[config.mk]
export PLATFORM = sky130hd
export DESIGN_NAME = rp_scope_calib_ctrl
export DESIGN_NICKNAME = d
export VERILOG_FILES = /design/src/rtl/rp_scope_calib_pkg.sv /design/src/rtl/rp_scope_calib_acc.sv /design/src/rtl/rp_scope_calib_ctrl.sv
export SDC_FILE = /design/constraint.sdc
export NUM_CORES = 1
export LEC_CHECK = 0
export ABC_AREA = 1
export CORE_MARGIN = 2
export CORE_UTILIZATION = 58
export CTS_CLUSTER_DIAMETER = 150
export DETAILED_ROUTE_END_ITERATION = 10
export PLACE_DENSITY = 0.86
export SYNTH_ARGS = -nofsm -noshare
export SYNTH_HDL_FRONTEND = slang
export SYNTH_SLANG_ARGS = --single-unit
[constraint.sdc]
create_clock -name adc_clk_i -period 4.3 [get_ports adc_clk_i]
set_input_delay 1.29 -clock adc_clk_i [delete_from_list [all_inputs] [get_ports adc_clk_i]]
set_output_delay 1.29 -clock adc_clk_i [all_outputs]
set_load 0.01 [all_outputs]
[src/rtl/rp_scope_calib_pkg.sv]
// rtl/rp_scope_calib_pkg.sv - shared FSM encoding, limits and widths for the scope offset calibration sequencer
package rp_scope_calib_pkg;

  typedef enum logic [2:0] {
    ST_IDLE,
    ST_SETTLE,
    ST_ACCUM,
    ST_CALC,
    ST_COMMIT
  } calib_state_t;

  localparam logic [15:0] GAIN_UNITY = 16'h8000;

  // 15 headroom bits hold the sum of up to 2**15 full-scale samples
  localparam int ACC_EXTRA = 15;

  function automatic int acc_w(input int dbits);
    return dbits + ACC_EXTRA;
  endfunction

  function automatic longint calc_max(input int dbits);
    return (longint'(1) << (dbits - 1)) - 1;
  endfunction

  function automatic longint calc_min(input int dbits);
    return -(longint'(1) << (dbits - 1));
  endfunction

endpackage

[src/rtl/rp_scope_calib_acc.sv]
// rtl/rp_scope_calib_acc.sv - sample counter and signed accumulator; last flags the 2**n-th accepted sample
module rp_scope_calib_acc #(
  parameter int DBITS = 16,
  parameter int ACC_W = 31
) (
  input  logic                    adc_clk_i,
  input  logic                    adc_rst_i,
  input  logic                    clr,
  input  logic                    en,
  input  logic [3:0]              n,
  input  logic signed [DBITS-1:0] din,
  output logic signed [ACC_W-1:0] acc,
  output logic                    last
);

  logic [15:0] cnt;

  assign last = en && (cnt == ((16'd1 << n) - 16'd1));

  always_ff @(posedge adc_clk_i) begin
    if (adc_rst_i || clr) begin
      acc <= '0;
      cnt <= '0;
    end else if (en) begin
      acc <= acc + ACC_W'(din);
      cnt <= cnt + 16'd1;
    end
  end

endmodule

[src/rtl/rp_scope_calib_ctrl.sv]
// rtl/rp_scope_calib_ctrl.sv - auto-offset calibration sequencer for one scope channel
// Optional no-valid timeout in ACCUM: define SCOPE_CALIB_CTRL_TIMEOUT_EN.
module rp_scope_calib_ctrl
  import rp_scope_calib_pkg::*;
#(
  parameter int DBITS   = 16,
  parameter int SET_W   = 16,
  parameter int TMO_CYC = 65535
) (
  input  logic             adc_clk_i,
  input  logic             adc_rst_i,
  input  logic             start_i,
  input  logic             abort_i,
  input  logic [3:0]       cfg_avg_log2_i,
  input  logic [SET_W-1:0] cfg_settle_i,
  input  logic [DBITS-1:0] cfg_target_i,
  input  logic [DBITS-1:0] sw_offset_i,
  input  logic             sw_offset_we_i,
  input  logic [15:0]      cfg_gain_i,
  input  logic [DBITS-1:0] mon_dat_i,
  input  logic             mon_tvalid_i,
  output logic [DBITS-1:0] calib_offset_o,
  output logic [15:0]      calib_gain_o,
  output logic             busy_o,
  output logic             done_o,
  output logic             sat_o,
  output logic             err_o,
  output logic [DBITS-1:0] meas_avg_o
);

  localparam int ACC_W = acc_w(DBITS);
  localparam int MW    = DBITS + 2;
  localparam logic signed [MW-1:0] MAX_V = MW'(calc_max(DBITS));
  localparam logic signed [MW-1:0] MIN_V = MW'(calc_min(DBITS));

  calib_state_t state;
  logic signed [DBITS-1:0] off_save, target_l, avg_r, new_r;
  logic [3:0]              n_l;
  logic [SET_W-1:0]        settle_l, settle_cnt;
  logic                    sat_r;

  logic signed [ACC_W-1:0] acc;
  logic                    acc_last, acc_en, acc_clr;
  logic signed [DBITS-1:0] avg_c;
  logic signed [MW-1:0]    diff_c, sum_c, new_c;
  logic                    sat_c;

  assign acc_en  = (state == ST_ACCUM) && mon_tvalid_i;
  assign acc_clr = (state == ST_IDLE);

  rp_scope_calib_acc #(.DBITS(DBITS), .ACC_W(ACC_W)) u_acc (
    .adc_clk_i (adc_clk_i),
    .adc_rst_i (adc_rst_i),
    .clr       (acc_clr),
    .en        (acc_en),
    .n         (n_l),
    .din       (mon_dat_i),
    .acc       (acc),
    .last      (acc_last)
  );

  // Floor average, then offset correction widened so the clamp sees true overflow
  assign avg_c  = DBITS'(acc >>> n_l);
  assign diff_c = MW'(target_l) - MW'(avg_c);
  assign sum_c  = MW'(off_save) + diff_c;
  assign sat_c  = (sum_c > MAX_V) || (sum_c < MIN_V);
  assign new_c  = (sum_c > MAX_V) ? MAX_V : (sum_c < MIN_V) ? MIN_V : sum_c;

`ifdef SCOPE_CALIB_CTRL_TIMEOUT_EN
  localparam int TMO_W = $clog2(TMO_CYC + 1);
  logic [TMO_W-1:0] tmo_cnt;
`else
  assign err_o = 1'b0;
`endif

  always_ff @(posedge adc_clk_i) begin
    if (adc_rst_i) begin
      state          <= ST_IDLE;
      calib_offset_o <= '0;
      calib_gain_o   <= GAIN_UNITY;
      busy_o         <= 1'b0;
      done_o         <= 1'b0;
      sat_o          <= 1'b0;
      meas_avg_o     <= '0;
      off_save       <= '0;
      target_l       <= '0;
      avg_r          <= '0;
      new_r          <= '0;
      sat_r          <= 1'b0;
      n_l            <= '0;
      settle_l       <= '0;
      settle_cnt     <= '0;
`ifdef SCOPE_CALIB_CTRL_TIMEOUT_EN
      err_o          <= 1'b0;
      tmo_cnt        <= '0;
`endif
    end else begin
      done_o <= 1'b0;
      if (state == ST_IDLE) begin
        calib_gain_o <= cfg_gain_i;
        if (start_i) begin
          off_save   <= calib_offset_o;
          n_l        <= cfg_avg_log2_i;
          target_l   <= cfg_target_i;
          settle_l   <= cfg_settle_i;
          settle_cnt <= '0;
          sat_o      <= 1'b0;
          busy_o     <= 1'b1;
          state      <= ST_SETTLE;
`ifdef SCOPE_CALIB_CTRL_TIMEOUT_EN
          err_o      <= 1'b0;
          tmo_cnt    <= '0;
`endif
        end else if (sw_offset_we_i) begin
          calib_offset_o <= sw_offset_i;
        end
      end else if (abort_i) begin
        calib_offset_o <= off_save;
        busy_o         <= 1'b0;
        state          <= ST_IDLE;
      end else begin
        case (state)
          ST_SETTLE: begin
            if (settle_cnt == settle_l) state <= ST_ACCUM;
            else settle_cnt <= settle_cnt + 1'b1;
          end
          ST_ACCUM: begin
            if (acc_en && acc_last) state <= ST_CALC;
`ifdef SCOPE_CALIB_CTRL_TIMEOUT_EN
            if (mon_tvalid_i) begin
              tmo_cnt <= '0;
            end else if (tmo_cnt == TMO_W'(TMO_CYC - 1)) begin
              err_o          <= 1'b1;
              calib_offset_o <= off_save;
              busy_o         <= 1'b0;
              state          <= ST_IDLE;
            end else begin
              tmo_cnt <= tmo_cnt + 1'b1;
            end
`endif
          end
          ST_CALC: begin
            avg_r <= avg_c;
            new_r <= DBITS'(new_c);
            sat_r <= sat_c;
            state <= ST_COMMIT;
          end
          ST_COMMIT: begin
            calib_offset_o <= new_r;
            meas_avg_o     <= avg_r;
            sat_o          <= sat_r;
            done_o         <= 1'b1;
            busy_o         <= 1'b0;
            state          <= ST_IDLE;
          end
          default: state <= ST_IDLE;
        endcase
      end
    end
  end

endmodule
Word level (Yosys, flattened, before mapping)
Index checks and enable logic that the tools add are counted.
{"block": "totals", "reg_bits": 202, "out_inout_bits": 52, "wordCells": 87}
{"block": "op_classes", "n_addsub": 6, "order_cmp": 2, "eq_ne": 13, "n_shift": 2, "n_mux": 27, "n_bitwise": 2, "reduce_logical": 18}
{"op": "2-to-1 mux 16 bit", "n": 12}
{"op": "adder 16 x 1 -> 16 bit (second input constant)", "n": 2}
{"op": "equality test 16 bit", "n": 2}
{"op": "adder 31 x 16 -> 31 bit", "n": 1}
{"op": ">>> shifter 31 x 4 -> 16 bit", "n": 1}
{"op": "adder 16 x 17 -> 18 bit", "n": 1}
{"op": "> comparator 18 x 16 -> 1 bit (second input constant)", "n": 1}
{"op": "less-than comparator 18 x 16 -> 1 bit (second input constant)", "n": 1}
{"op": "subtractor 16 x 16 -> 17 bit", "n": 1}
{"op": "left shift 1 x 4 -> 16 bit (first input constant)", "n": 1}
{"op": "subtractor 16 x 1 -> 16 bit (second input constant)", "n": 1}
{"op": "2-to-1 mux 3 bit", "n": 5}
{"op": "AND reduction 3 bit", "n": 5}
{"op": "2-to-1 mux 1 bit", "n": 9}
{"op": "case mux 3 bit (3 select lines)", "n": 1}
{"op": "equality test 3 x 2 -> 1 bit (second input constant)", "n": 2}
{"op": "inequality test 2 bit (second input constant)", "n": 3}
{"op": "inequality test 2 x 1 -> 1 bit (second input constant)", "n": 2}
{"op": "inequality test 4 x 2 -> 1 bit (second input constant)", "n": 1}
{"op": "inequality test 4 x 3 -> 1 bit (second input constant)", "n": 1}
{"op": "AND reduction 2 bit", "n": 2}
{"op": "AND reduction 4 bit", "n": 1}
{"op": "nonzero test 2 bit", "n": 2}
{"op": "equality test 3 x 1 -> 1 bit (second input constant)", "n": 1}
{"op": "7 further kinds", "n": 11}

Longest topological paths before layout
Gate-level depths: netlist of run 1.
{"block": "depth", "ltp_word": 9, "mapped_depth": 27}

Hierarchy
From an unflattened synthesis of run 1, not the netlist that was laid out.
{"block": "hier_totals", "cells_unflattened": 2001, "area_unflattened_um2": 13105.1}
{"module": "rp_scope_calib_ctrl", "instances": 1, "cells_per_inst": 1272, "area_each_um2": 8836.0, "seq_area_each_um2": 3103.0}
{"module": "rp_scope_calib_acc", "instances": 1, "cells_per_inst": 729, "area_each_um2": 4269.1, "seq_area_each_um2": 940.9}

Least setup slack after synthesis of run 1
Ideal clock, no wire load.
{"block": "synth_path", "kind": "flip-flop to flip-flop", "from": "register n_l[1]", "to": "register new_r[12]", "setup_ps": 119, "arrival_time_ps": 3508, "required_ps": 4181, "slack_ps": 673, "stages_incl_launch_ff": 22, "n_path_buf": 4, "period_less_slack_ps": 3627, "cell_sequence": "dfxtp_1 -> buf_4 -> inv_1 -> buf_4 -> buf_2 -> mux2i_1 -> nor2_1 -> o32ai_1 -> inv_1 -> fa_1 -> inv_1 -> ha_1 -> nand2_1 -> nor4_1 -> nand2_1 -> nand2_1 -> nand2_1 -> nand2_1 -> nand2_1 -> a21oi_2 -> buf_4 -> a21oi_1"}
{"block": "synth_via", "elab_chain_len": 6, "word_cells_on_any_way": 7}
{"element": "from (decl)", "line": "rp_scope_calib_ctrl.sv:38", "text": "logic [3:0] n_l;"}
{"element": "from (signal assigned)", "line": "rp_scope_calib_ctrl.sv:103", "text": "n_l <= cfg_avg_log2_i;"}
{"element": ">>> shifter 31 x 4 -> 16 bit *", "line": "rp_scope_calib_ctrl.sv:63", "text": "assign avg_c = DBITS'(acc >>> n_l);"}
{"element": "named net avg_c[13]", "line": "rp_scope_calib_ctrl.sv:44", "text": "logic signed [DBITS-1:0] avg_c;"}
{"element": "subtractor 16 x 16 -> 17 bit *", "line": "rp_scope_calib_ctrl.sv:64", "text": "assign diff_c = MW'(target_l) - MW'(avg_c);"}
{"element": "adder 16 x 17 -> 18 bit *", "line": "rp_scope_calib_ctrl.sv:65", "text": "assign sum_c = MW'(off_save) + diff_c;"}
{"element": "less-than comparator 18 x 16 -> 1 bit", "line": "rp_scope_calib_ctrl.sv:67", "text": "assign new_c = (sum_c > MAX_V) ? MAX_V : (sum_c < MIN_V) ? MIN_V : sum_c;"}
{"element": "2-to-1 mux 16 bit", "line": "rp_scope_calib_ctrl.sv:67"}
{"element": "2-to-1 mux 16 bit *", "line": "rp_scope_calib_ctrl.sv:67"}
{"element": "to (signal assigned)", "line": "rp_scope_calib_ctrl.sv:144", "text": "new_r <= DBITS'(new_c);"}
{"element": "to (decl)", "line": "rp_scope_calib_ctrl.sv:37", "text": "logic signed [DBITS-1:0] off_save, target_l, avg_r, new_r;"}
The timed path passes the listed nets; every way through them passes the cells marked *.
A chain may end at the register's enable or synchronous reset.

Final worst setup path of run 1
{"block": "layout_path", "from": "register n_l[0]", "to": "register sat_r"}
{"block": "layout_via", "elab_chain_len": 5, "word_cells_on_any_way": 6}
{"element": ">>> shifter 31 x 4 -> 16 bit *", "line": "rp_scope_calib_ctrl.sv:63"}
{"element": "named net avg_c[10]", "line": "rp_scope_calib_ctrl.sv:44"}
{"element": "subtractor 16 x 16 -> 17 bit *", "line": "rp_scope_calib_ctrl.sv:64"}
{"element": "adder 16 x 17 -> 18 bit *", "line": "rp_scope_calib_ctrl.sv:65"}
{"element": "> comparator 18 x 16 -> 1 bit or less-than comparator 18 x 16 -> 1 bit (tied branches)", "line": "rp_scope_calib_ctrl.sv:66", "text": "assign sat_c = (sum_c > MAX_V) || (sum_c < MIN_V);"}
{"element": "logical OR 1 bit *", "line": "rp_scope_calib_ctrl.sv:66"}
{"element": "to (signal assigned)", "line": "rp_scope_calib_ctrl.sv:145", "text": "sat_r <= sat_c;"}
{"element": "to (decl)", "line": "rp_scope_calib_ctrl.sv:40", "text": "logic sat_r;"}
Marked as above.

==> metrics, run 1 <==
WL final=38300 um; first-pass GRT wire length=62300 um; layout cells sized above 1=5.97%; H-Tree Depth=1; Die Span X=152 um; Top Ports=142; Sink Count=202; Hold Vio Cnt, Final=0; Seq cells post-synth=202; Min Clock Period, post-route=4.16 ns; DP Worst Slack=0.127 ns; CTS hold repair buffers=0; initial drt markers=965; crit path DAT=4.57 ns; clk_lat worst skew=0.51 ns; leak pwr=6.77 nW; critical path launch point type=flop; total CTS buffers=23; peak supply drop=0.272 mV; Setup CP Type=flop to flop; Post-synth EDFFs=0; Cell variety after synth=57; die area=23100 sq um; CTS Root Cell=clkbuf_16; nets@finish=2168; CTS Buffer Depth=3; Post-DP HPWL=28800 um; PD cells=381 nW/um^2; ant diodes=0; Hold Path Depth=2; vias in the first global route=12500; sequential area share after synthesis=31.8%; WHS Endpoint=meas_avg_o[15]$_SDFFE_PP0P_; status=completed; Mapped Nets=2050; relative slew slack=35.6%; CTS tree=yes; Post-synth top cells=nand2_1, a21oi_1, inv_1; Core Rows=54; Hold Crit Class=flop to flop; fin worst setup slack=0.143 ns; Most used DFF post-synth=dfxtp_1; Mapped Area=12700 sq um; Initial Util=58.6%; post-synth top area cell=dfxtp_1; Final ANT Viol Nets=0; DRC=0; GR Overflow Total=0; Worst-path clk slew=0.06 ns; Synth Instances=1892; initial antenna violation count=0; IO buf count=140; Worst R2R Path Depth=21; Vias/cell=5.75; worst hold start=avg_r[15]$_SDFFE_PP0P_; Final Cycle Share=96.7%; die boundary height=152 um; worst r2r src=n_l[0]$_SDFFE_PP0P_; Fmax achieved=241 MHz; crit path max fanout=27; count leader, synth=nand2_1; Pre-Repair DR Iteration Count=6; gpl congestion=1.04; post-synth top area share=31.8%; Hold Slack=0.457 ns; max-slew violations=0; ranking of synthesized cells by area=dfxtp_1, a21oi_1, nand2_1, o21ai_0, inv_1; Worst Path Required=4.71 ns; Layout Skew=0.0164 ns; number of setup violations in the final report=0; syn_area_per_cell=6.72 sq um; max cap viols=0; via count=13300; Post-synth ARST share=0%; Syn. warnings=0; area growth from synthesis to layout=19.9%; pin count of the biggest net entering global routing=67; Core Region=21700 sq um; Crit. End Element=flop; Worst Max-Slew Pin Slew=0.965 ns; WL/cell=16.6 um; Crit Reg-Reg Endpoint=sat_r$_SDFFE_PP0P_; Reg2Reg Setup Slack=0.14 ns; global-route usage over all layers=32.0%
==> sequential cells by signal, indices dropped and copies added, names as in the netlist, 3 cells and up <==
name,cells
off_save,16
new_r,16
meas_avg_o,16
settle_l,16
avg_r,16
u_acc.acc,31
target_l,16
settle_cnt,16
calib_gain_o,16
calib_offset_o,16
state,3
u_acc.cnt,16
n_l,4
==> final cells by class <==
class                   count  area, sq um
flip-flops and latches    202         4050
fillers                  1787         6450
multi-input cells        1341         7340
clock inverters            14          160
well taps                 280          350
clock buffers              28          624
inverters                 267         1010
repair buffers            175         1710
==> through the flow <==
stage	TNS (ns)	instance area (sq um)	utilization, %	cells	power, mW
final	0	15200	70.3	2307	5.81
after global placement	0	14400	66.2	2262	3.64
after detailed placement	0	14400	66.2	2262	3.69
after global routing	-0.0804	15200	70.3	2307	6.10
after floorplan	0	12700	-	1892	3.22
after CTS	0	15100	69.8	2304	5.72
==> where the power goes <==
part / switching [mW] / internal, mW
clock: 0.812 / 1.22
combinational: 1.08 / 0.676
sequential: 0.0578 / 1.97
==> logic make-up after synthesis <==
| group | Yosys count | share of synthesized area, % |
|---|---|---|
| muxes | 10 | 0.788 |
| buffers and inverters | 349 | 10.8 |
| and+or+nand+nor | 654 | 22.0 |
| AOI/OAI and AO/OA | 556 | 23.4 |
| DFF | 202 | 31.8 |
| other | 1 | 0.0295 |
| adders and majority gates | 68 | 7.70 |
| xor gates and xnor gates | 52 | 3.58 |
==> layer usage <==
| layer | track usage (%) | up-vias | routed length, um |
|---|---|---|---|
| met4 | 10.1 | 0 | 1230 |
| li1 | - | 6478 | - |
| met1 | 42.4 | 6097 | 16200 |
| met5 | 0 | - | 0 |
| met3 | 3.68 | 102 | 2760 |
| met2 | 54.7 | 586 | 18100 |
==> worst max-delay path: stages, from the launching register on <==
cell and delay [ns]:
dfxtp_2 0.40, buf_12 0.17, o21ai_0 0.16, or2_2 0.31
o21ai_0 0.14, mux2i_1 0.18, a22oi_1 0.17, nand2_1 0.17
fa_1 0.54, inv_1 0.05, ha_1 0.34, nand2_1 0.13
inv_1 0.11, nand2_1 0.08, nor2b_1 0.18, nand4_1 0.17
nand4_1 0.13, nand2_1 0.11, a21oi_2 0.16, buf_6 0.18
a21o_1 0.12, inv_1 0.03
==> repair_timing <==
| item | CTS | global route |
|---|---|---|
| endpoints found under the setup margin | 0 | 17 |
| resized for setup | 0 | 14 |
| buffers inserted | 0 | 2 |
==> how the worst max path moves through the flow <==
stage,from,end,slack (ns),depth (start not counted)
floorplan,n_l[1]$_SDFFE_PP0P_,new_r[12]$_SDFFE_PP0P_,0.67,21
global placement,mon_dat_i[15],u_acc.acc[22]$_SDFFE_PP0P_,0.17,12
detailed placement,n_l[0]$_SDFFE_PP0P_,new_r[11]$_SDFFE_PP0P_,0.13,20
CTS,n_l[0]$_SDFFE_PP0P_,new_r[11]$_SDFFE_PP0P_,0.06,20
global route,n_l[0]$_SDFFE_PP0P_,sat_r$_SDFFE_PP0P_,-0.04,22
finish,n_l[0]$_SDFFE_PP0P_,sat_r$_SDFFE_PP0P_,0.14,21
==> cells in the final DEF (no fill, tap or decap), drive strengths merged, types with 2 or more instances in the layout <==
| cell type | count |
|---|---|
| fa | 17 |
| xor2 | 44 |
| xnor2 | 8 |
| nor3b | 3 |
| mux2i | 10 |
| nor3 | 17 |
| inv | 266 |
| ha | 51 |
| a31o | 2 |
| a31oi | 6 |
| bufinv | 3 |
| nor4 | 5 |
| a22oi | 6 |
| dfxtp | 202 |
| buf | 34 |
| o211ai | 7 |
| clkinv | 7 |
| a21boi | 4 |
| nand2 | 343 |
| a211o | 2 |
| and2 | 2 |
| o21ai | 235 |
| a21oi | 262 |
| clkinvlp | 5 |
| clkbuf | 29 |
| nor2 | 161 |
| clkdlybuf4s50 | 140 |
| a21o | 6 |
| nand3 | 85 |
| or2 | 9 |
| nand3b | 4 |
| o31ai | 2 |
| o21bai | 10 |
| nand4 | 24 |
| o21a | 3 |
| o221ai | 6 |
Power figures use the tool's default switching activity.
==> inputs of run 2 (changes only) <==
--- a/config.mk
+++ b/config.mk
@@ -6,7 +6,8 @@
 export NUM_CORES = 1
 export LEC_CHECK = 0
 export ABC_AREA = 1
-export CORE_MARGIN = 2
+export CORE_ASPECT_RATIO = 1.2
+export CORE_MARGIN = 1
 export CORE_UTILIZATION = 58
 export CTS_CLUSTER_DIAMETER = 150
 export DETAILED_ROUTE_END_ITERATION = 10
==> run 2 against run 1 <==
Compared with the run above:
- clock power about the same
- register-to-register slack better by 0.02 ns
- combinational power down 3%
- power down 0.67%
- routed wire length down 1.8%
- via count down 1.7%
- worst setup slack better by 0.023 ns
- final area down 0.22%
- global-route usage up 1.2 points
- clock skew down 0.0050 ns
==> metrics, run 2 (synthesized netlist as in run 1, its figures left out) <==
status=completed; Overall Power=5.77 mW (-0.67%); pin count of the biggest net entering global routing=80 (+19%); Post-CTS Setup Inserts=0 (unchanged); final instance area=15200 sq um (-0.22%); CTS Root Cell=clkbuf_16; Worst Max-Slew Pin Slew=0.850 ns (-0.115 ns); critical path launch point type=flop; total CTS buffers=22 (-4.3%); Core Rows=58 (+7.4%); DRC=0 (unchanged); Post-DP Area=14400 sq um (about the same); max-slew violations=0 (unchanged); WL/cell=16.4 um (-1.1%); initial antenna violation count=1 (+1); peak supply drop=0.393 mV (+44%); PD cells=380 nW/um^2 (-0.45%); area growth from synthesis to layout=19.7%; WL final=37600 um (-1.8%); CTS hold repair buffers=0 (unchanged); Core Region=21200 sq um (-2.3%); die area=22500 sq um (-2.6%); Setup CP Type=flop to flop; commonest non-fill, non-tap cell in the layout=nand2_1; wl on met1=15100 um (-7.1%); Top Ports=142 (unchanged); CTS tree=yes; Cell Count, Final, Fillers Out=2292 (-0.65%); Multi-input gate area=7340 sq um (about the same); via count=13000 (-1.7%); Hold Crit Class=flop to flop; Min Clock Period, post-route=4.13 ns (-0.0228 ns); most frequent cells in the layout=nand2_1, a21oi_1, inv_1; sequential cell area=4050 sq um (unchanged); fin util=71.8% (+1.5 points); highest metal used=met4; vias in the first global route=12300 (-1.2%); Final Cycle Share=96.1% (-0.53 points); gpl congestion=0.963 (-7.5%); met2 wire length=18500 um (+2.1%); crit path max fanout=27 (unchanged); total negative setup slack=0 ns (unchanged); fill cell count=1797 (+0.56%); number of flip-flops under the largest register name=31 (unchanged); layout cells sized above 1=5.59% (-0.38 points); met3 WL=2310 um (-16%); Post-DP HPWL=28500 um (-1.2%); H-Tree Depth=1 (unchanged); Final ANT Viol Nets=0 (unchanged); Crit. End Element=flop; first-pass GRT wire length=59600 um (-4.4%); GR Overflow Total=0 (unchanged); IO buf count=140 (unchanged); Sink Count=202 (unchanged); CTS Buffer Depth=3 (unchanged); initial drt markers=991 (+2.7%); clock power share=35.4% (+0.5 points); Worst-path clk slew=0.06 ns (about the same); Biggest register=u_acc.acc; leak pwr=6.76 nW (about the same); crit path DAT=4.57 ns (about the same); clk_lat worst skew=0.51 ns (about the same); relative slew slack=43.0% (+7.5 points); global-route usage over all layers=33.2% (+1.2 points); sw frac=33.1% (-0.50 points); Layout Skew=0.0114 ns (-0.00505 ns); nets@finish=2164 (-0.18%); max cap viols=0 (unchanged); number of setup violations in the final report=0 (unchanged); Fmax achieved=242 MHz (+0.55%); Switch Pwr=1.91 mW (-2.1%); Hold Vio Cnt, Final=0 (unchanged); Flop pwr share=35.1% (+0.3 points); internal power=3.86 mW (about the same); Initial Util=60.0% (+1.4 points); Vias/cell=5.69 (-1.0%); Placed Instances=2251 (-0.49%); Worst Path Required=4.74 ns (+0.03 ns); die boundary height=164 um (+8.0%); Pre-Repair DR Iteration Count=5 (-1); combinational power share=29.5% (-0.7 points); Die Span X=137 um (-9.8%)
run 2: cell count changes in the layout (fill, tap and decap cells not counted), sizes merged:
cell and change:
buf -3, clkinv -2, clkinvlp -3, diode +1, clkbuf +1, bufinv +1
run 2: worst paths after layout:
check / startpoint / endpoint / slack [ns] / cells past startpoint
max: n_l[0]$_SDFFE_PP0P_ / new_r[3]$_SDFFE_PP0P_ / 0.17 / 20
min: calib_gain_o[15]$_SDFFE_PP1P_ / calib_gain_o[15]$_SDFFE_PP1P_ / 0.46 / 2
max reg2reg: n_l[0]$_SDFFE_PP0P_ / new_r[3]$_SDFFE_PP0P_ / 0.17 / 20
min reg2reg: calib_gain_o[15]$_SDFFE_PP1P_ / calib_gain_o[15]$_SDFFE_PP1P_ / 0.46 / 2
run 2: layout make-up:
class,instances,share of cell area (%)
repair buffers,172,11.2
inverters,267,6.64
multi-input cells,1341,48.2
diodes,1,0.0165
flip-flops and latches,202,26.6
well taps,270,2.22
clock buffers,29,4.06
clock inverters,10,1.06
run 2: metrics by stage:
| stage | setup WS (ns) | hold slack (ns) |
|---|---|---|
| after floorplan | 0.673 | 0.430 |
| after global placement | 0.284 | 0.437 |
| after detailed placement | 0.204 | 0.450 |
| after CTS | 0.214 | 0.466 |
| after global routing | -0.141 | 0.490 |
| final | 0.166 | 0.461 |
run 2: repair_timing:
item,4_1_cts,5_1_grt
endpoints found under the hold margin,0,0
resized for setup,0,14
setup endpoints to repair,0,17
run 2: power groups by stage:
stage	combinational [mW]	clock, mW	sequential [mW]
3_5_place_dp	1.64	0	2.06
5_1_grt	1.89	2.14	2.03
6_report	1.70	2.04	2.03
3_3_place_gp	1.59	0	2.06
2_1_floorplan	1.15	0	2.07
4_1_cts	1.65	2.05	2.02
run 2: per-layer routing:
| layer | vias up | track usage (%) |
|---|---|---|
| met5 | - | 0 |
| met4 | 0 | 14.9 |
| met1 | 5924 | 39.1 |
| met2 | 523 | 59.6 |
| li1 | 6469 | - |
| met3 | 125 | 3.98 |
run 2: critical path, cell delays in order (launching register included):
cell     delay, ns
dfxtp_2       0.40
buf_12        0.17
o21ai_0       0.12
or2_2         0.28
o21ai_0       0.13
mux2i_1       0.17
a211o_1       0.33
fa_1          0.50
inv_1         0.04
ha_1          0.36
a21oi_1       0.26
o21ai_2       0.11
nand2_1       0.07
nand2_1       0.10
nand2_1       0.10
nand2_1       0.05
nand2_1       0.05
nand2_1       0.11
o21ai_4       0.39
nand3_1       0.15
a21oi_1       0.16
